### src/rtl/cpu_sequencer.sv
// -----------------------------------------------------------------------------
// cpu_sequencer
//   Eight-phase instruction sequencer for the RISC core. Steps through the
//   instruction phases and decodes the address-mux select and every memory,
//   IR, PC and accumulator strobe from the registered phase, the IR opcode
//   and the accumulator-zero flag. Read phases can stall on mem_ready, and a
//   HLT instruction freezes the sequencer until reset.
//
//   State table (phase | meaning):
//     0 INST_ADDR  | PC drives the address bus
//     1 INST_FETCH | instruction read (waits for mem_ready when stalling)
//     2 INST_LOAD  | instruction captured into IR
//     3 IDLE       | IR load held, read still asserted
//     4 OP_ADDR    | IR operand address drives the bus, PC increments
//     5 OP_FETCH   | operand read (waits for mem_ready on ALU ops)
//     6 ALU_OP     | ALU operates / store data driven / skip or jump
//     7 STORE      | accumulator load, memory write or PC load
//
// Parameters:
//   STALL_EN  1: FETCH phases wait for mem_ready; 0: mem_ready ignored.
//
// Ports:
//   clk        rising-edge clock
//   rst_n      asynchronous active-low reset
//   opcode     IR opcode (HLT,SKZ,ADD,AND,XOR,LDA,STO,JMP = 0..7)
//   zero       accumulator-zero flag
//   mem_ready  memory read data valid this cycle
//   phase      current phase 0..7
//   sel        address mux select (1 = PC, 0 = IR operand address)
//   rd         memory read enable
//   ld_ir      instruction register load
//   halt       processor halted (sticky until reset)
//   inc_pc     PC increment
//   ld_ac      accumulator load
//   ld_pc      PC load (jump)
//   wr         memory write
//   data_e     data bus drive enable
// -----------------------------------------------------------------------------
module cpu_sequencer #(
  parameter bit STALL_EN = 1'b1
) (
  input  logic       clk,
  input  logic       rst_n,
  input  logic [2:0] opcode,
  input  logic       zero,
  input  logic       mem_ready,
  output logic [2:0] phase,
  output logic       sel,
  output logic       rd,
  output logic       ld_ir,
  output logic       halt,
  output logic       inc_pc,
  output logic       ld_ac,
  output logic       ld_pc,
  output logic       wr,
  output logic       data_e
);

  localparam logic [2:0] OP_HLT = 3'd0;
  localparam logic [2:0] OP_SKZ = 3'd1;
  localparam logic [2:0] OP_ADD = 3'd2;
  localparam logic [2:0] OP_AND = 3'd3;
  localparam logic [2:0] OP_XOR = 3'd4;
  localparam logic [2:0] OP_LDA = 3'd5;
  localparam logic [2:0] OP_STO = 3'd6;
  localparam logic [2:0] OP_JMP = 3'd7;

  typedef enum logic [2:0] {
    INST_ADDR  = 3'd0,
    INST_FETCH = 3'd1,
    INST_LOAD  = 3'd2,
    IDLE       = 3'd3,
    OP_ADDR    = 3'd4,
    OP_FETCH   = 3'd5,
    ALU_OP     = 3'd6,
    STORE      = 3'd7
  } phase_t;

  phase_t state_q, state_d;
  logic   halted_q, halted_d;
  logic   aluop;
  logic   is_hlt;

  // Instructions that read an operand from memory into the accumulator.
  assign aluop  = (opcode == OP_ADD) || (opcode == OP_AND) ||
                  (opcode == OP_XOR) || (opcode == OP_LDA);
  assign is_hlt = (opcode == OP_HLT);

  assign phase = state_q;

  always_ff @(posedge clk or negedge rst_n) begin
    if (!rst_n) begin
      state_q  <= INST_ADDR;
      halted_q <= 1'b0;
    end else begin
      state_q  <= state_d;
      halted_q <= halted_d;
    end
  end

  // Next-phase logic. Holding the phase is enough to hold every output,
  // since all strobes are decoded from the registered phase.
  always_comb begin
    state_d  = state_q;
    halted_d = halted_q;
    if (!halted_q) begin
      case (state_q)
        INST_FETCH: begin
          if (!STALL_EN || mem_ready) state_d = INST_LOAD;
        end
        OP_ADDR: begin
          if (is_hlt) halted_d = 1'b1;
          else        state_d  = OP_FETCH;
        end
        OP_FETCH: begin
          // Only ALU ops actually consume read data here.
          if (!STALL_EN || !aluop || mem_ready) state_d = ALU_OP;
        end
        default: state_d = phase_t'(state_q + 3'd1);
      endcase
    end
  end

  // Strobe decode (Moore on phase, qualified by opcode/zero in phases 4-7).
  always_comb begin
    sel    = 1'b0;
    rd     = 1'b0;
    ld_ir  = 1'b0;
    halt   = 1'b0;
    inc_pc = 1'b0;
    ld_ac  = 1'b0;
    ld_pc  = 1'b0;
    wr     = 1'b0;
    data_e = 1'b0;
    if (halted_q) begin
      halt = 1'b1;
    end else begin
      case (state_q)
        INST_ADDR: begin
          sel = 1'b1;
        end
        INST_FETCH: begin
          sel = 1'b1;
          rd  = 1'b1;
        end
        INST_LOAD, IDLE: begin
          sel   = 1'b1;
          rd    = 1'b1;
          ld_ir = 1'b1;
        end
        OP_ADDR: begin
          // HLT is flagged in the same cycle it is decoded, ahead of the
          // sticky flag that sets on the following edge.
          if (is_hlt) halt   = 1'b1;
          else        inc_pc = 1'b1;
        end
        OP_FETCH: begin
          rd = aluop;
        end
        ALU_OP: begin
          rd     = aluop;
          inc_pc = (opcode == OP_SKZ) && zero;
          ld_pc  = (opcode == OP_JMP);
          data_e = (opcode == OP_STO);
        end
        STORE: begin
          rd     = aluop;
          ld_ac  = aluop;
          ld_pc  = (opcode == OP_JMP);
          data_e = (opcode == OP_STO);
          wr     = (opcode == OP_STO);
        end
        default: ;
      endcase
    end
  end

endmodule

### config.mk
export PLATFORM = sky130hd
export DESIGN_NAME = cpu_sequencer
export DESIGN_NICKNAME = d
export VERILOG_FILES = /design/src/rtl/cpu_sequencer.sv
export SDC_FILE = /design/constraint.sdc
export NUM_CORES = 1
export LEC_CHECK = 0
export ABC_AREA = 1
export BUFFER_PORTS_ARGS = -buffer_cell sky130_fd_sc_hd__buf_2
export CAP_MARGIN = 20
export CORE_AREA = 5 5 42 44
export DETAILED_ROUTE_END_ITERATION = 8
export DIE_AREA = 0 0 47 49
export SYNTH_ARGS = -nofsm -noshare
export SYNTH_HDL_FRONTEND = slang
export SYNTH_SLANG_ARGS = --single-unit
### constraint.sdc
create_clock -name clk -period 4.05 [get_ports clk]
set_clock_uncertainty 0.15 [all_clocks]
set_input_delay 0.6075 -clock clk [delete_from_list [all_inputs] [get_ports clk]]
set_output_delay 0.6075 -clock clk [all_outputs]
set_load 0.05 [all_outputs]
==> out/summary.txt <==
status: finished clean
Mapped Nets: 86
Remaining Overflow, GRT: 0
clock sinks: 4
row count: 14
period utilization: 61.2%
Tot GR Track Use: 11.1%
Routability Congestion: 0.716
crit end category: output pin
Crit Path Max Fanout: 6
commonest non-fill, non-tap cell in the layout: nand2_1
routed len/inst: 10.4 um
register area: 100 um^2
WL met1: 505 um
Remaining DRCs: 0
largest net degree at the start of global routing: 14
yosys warns: 0
Synth top area share: 20.1%
Detailed Routing Iterations Pass 1: 4
dpl hpwl: 961 um
Final Cell Area: 607 um^2
# port buffers: 18
clock-pin slew on the worst setup and hold paths: 40 ps
RSZ-0062 raised after global routing: no
Post-CTS Hold Buffers: 0
WL met2: 526 um
Num CTS Buffers: 3
I/O pin count: 19
PostCTS Resize Cnt: 0
vias per inst: 4.56
maximum clock frequency: 404 MHz
Critical Path RT: 3290 ps
Die Wd: 47 um
met3 WL: 89 um
synthesis-to-finish area growth: 21.6%
max_slew headroom: 70.0%
synth top area cells: dfrtp_1 20%, ha_1 15%, nand2_1 15%
vias in the first global route: 479
Top Layer Used: met3
area post-placement: 584 um^2
P per Cell Area: 159 nW/um^2
Synth Area per Inst: 6.84 um^2
Detailed Route WL: 1.12 mm
Crit Path Class: reg2out
Post-Syn Area: 499 um^2
Synth Instances: 73
Synth area leader: dfrtp_1
Antenna Cells: 0
Post-DRT Antenna Nets: 0
Leak: 0.336 nW
Setup TNS: 0 ps
Synth cell types: 19
Die Ht: 49 um
clock tree buffer depth: 2
post-CTS setup buffers: 0
first-pass GRT wire length: 1.90 mm
Hold Path Class: in2async
most frequent cells in the layout: 20 x nand2_1, 18 x buf_2, 10 x inv_1, 6 x nand3_1, 6 x ha_1
maxcap violations: 0
clk_lat worst skew: 230 ps
die area: 2300 um^2
Core ar.: 1400 um^2
peak supply drop: 0.125 mV
Post-layout nets: 107
CTS tree: yes
Slew Limit Fails: 0
Detailed Route Iter0 Violations: 12
initial antenna violation count: 0
multi-input logic area: 329 um^2
# setup viols final: 0
critical path arrival: 1720 ps
Fill cells: 155
CP Launch Type: flop
Fin. Hold Viols: 0
Yosys reg bits: 4
Starting Density: 35.6%
layout cells sized above 1: 33.7%
Least-Margin Pin Slew: 450 ps
min Tclk post-route: 2480 ps
H-Tree Depth: 1
sequential fraction of the synthesis area: 20.1%
Root Driver: clkbuf_4
Via Count: 493
Reg2Reg Setup Slack: 2410 ps
==> layer usage <==
| layer | vias up | GRT usage, % |
|---|---|---|
| met1 | 210 | 14.9 |
| met4 | 0 | 5.53 |
| met3 | 0 | 1.11 |
| li1 | 269 | - |
| met2 | 14 | 17.0 |
| met5 | - | 0 |
==> sequential cells by signal (all words and copies together), names as in the netlist <==
name and flops:
halted_q 1, phase 3
==> through the flow <==
stage	instances	util [%]	hold slack [ps]	setup WS [ps]	total power [mW]
after floorplan	73	-	162	857	0.0451
after global placement	105	41.7	264	1850	0.0505
after detailed placement	105	41.7	263	1790	0.0505
after CTS	108	43.3	21.0	1550	0.0981
after global routing	108	43.3	19.4	1420	0.103
final	108	43.3	25.4	1570	0.0965
==> layout make-up <==
type / count / area share, %
Tap cell: 16 / 3.30
Inverter: 12 / 7.42
Timing Repair Buffer: 18 / 14.8
Multi-Input combinational cell: 55 / 54.2
Clock buffer: 3 / 3.71
Sequential cell: 4 / 16.5
==> cell usage after synthesis <==
library cell,count
clkbuf_8,1
nand4_1,1
nand2_2,3
buf_6,1
inv_2,2
dfrtp_1,4
nor2_4,3
inv_1,10
a31oi_1,1
nor4_1,1
nand3_1,6
nor2_1,3
ha_1,6
o21ai_0,3
nand2_1,20
nand2_4,1
a21oi_1,1
nor3_1,5
nand3_2,1
==> final timing paths <==
| kind | start | to | cells after the start |
|---|---|---|---|
| worst min-delay path | rst_n | halted_q | 1 |
| worst max register to register | phase[2] | phase[2] | 5 |
| worst min register to register | phase[0] | phase[0] | 2 |
| min in group clk | phase[0] | phase[0] | 2 |
| worst max-delay path | phase[1] | rd | 7 |
| max in group asynchronous | rst_n | phase[1] | 1 |
==> worst max-delay path, cell delays in order, from the launching register on <==
cell and delay, ps:
dfrtp_1 430, inv_1 150, ha_1 240, inv_1 90
nor2_4 100, nor2_1 50, a31oi_1 150, buf_2 280
==> power breakdown <==
| part | leakage [nW] | internal (mW) | switching, mW |
|---|---|---|---|
| logic | 0.271 | 0.00358 | 0.00619 |
| clock network | 0.0138 | 0.0330 | 0.0135 |
| registers | 0.0507 | 0.0402 | 0 |
==> cell families (layout without fill, tap and decap cells) <==
family	after synthesis	in the layout	share of synthesized area (%)
AOI/OAI and AO/OA	5	5	5.26
and+or+nand+nor	44	44	45.6
buffers and inverters	14	33	14.0
DFF	4	4	20.1
adders and majority gates	6	6	15.0
(Power assumes the default switching activity.)
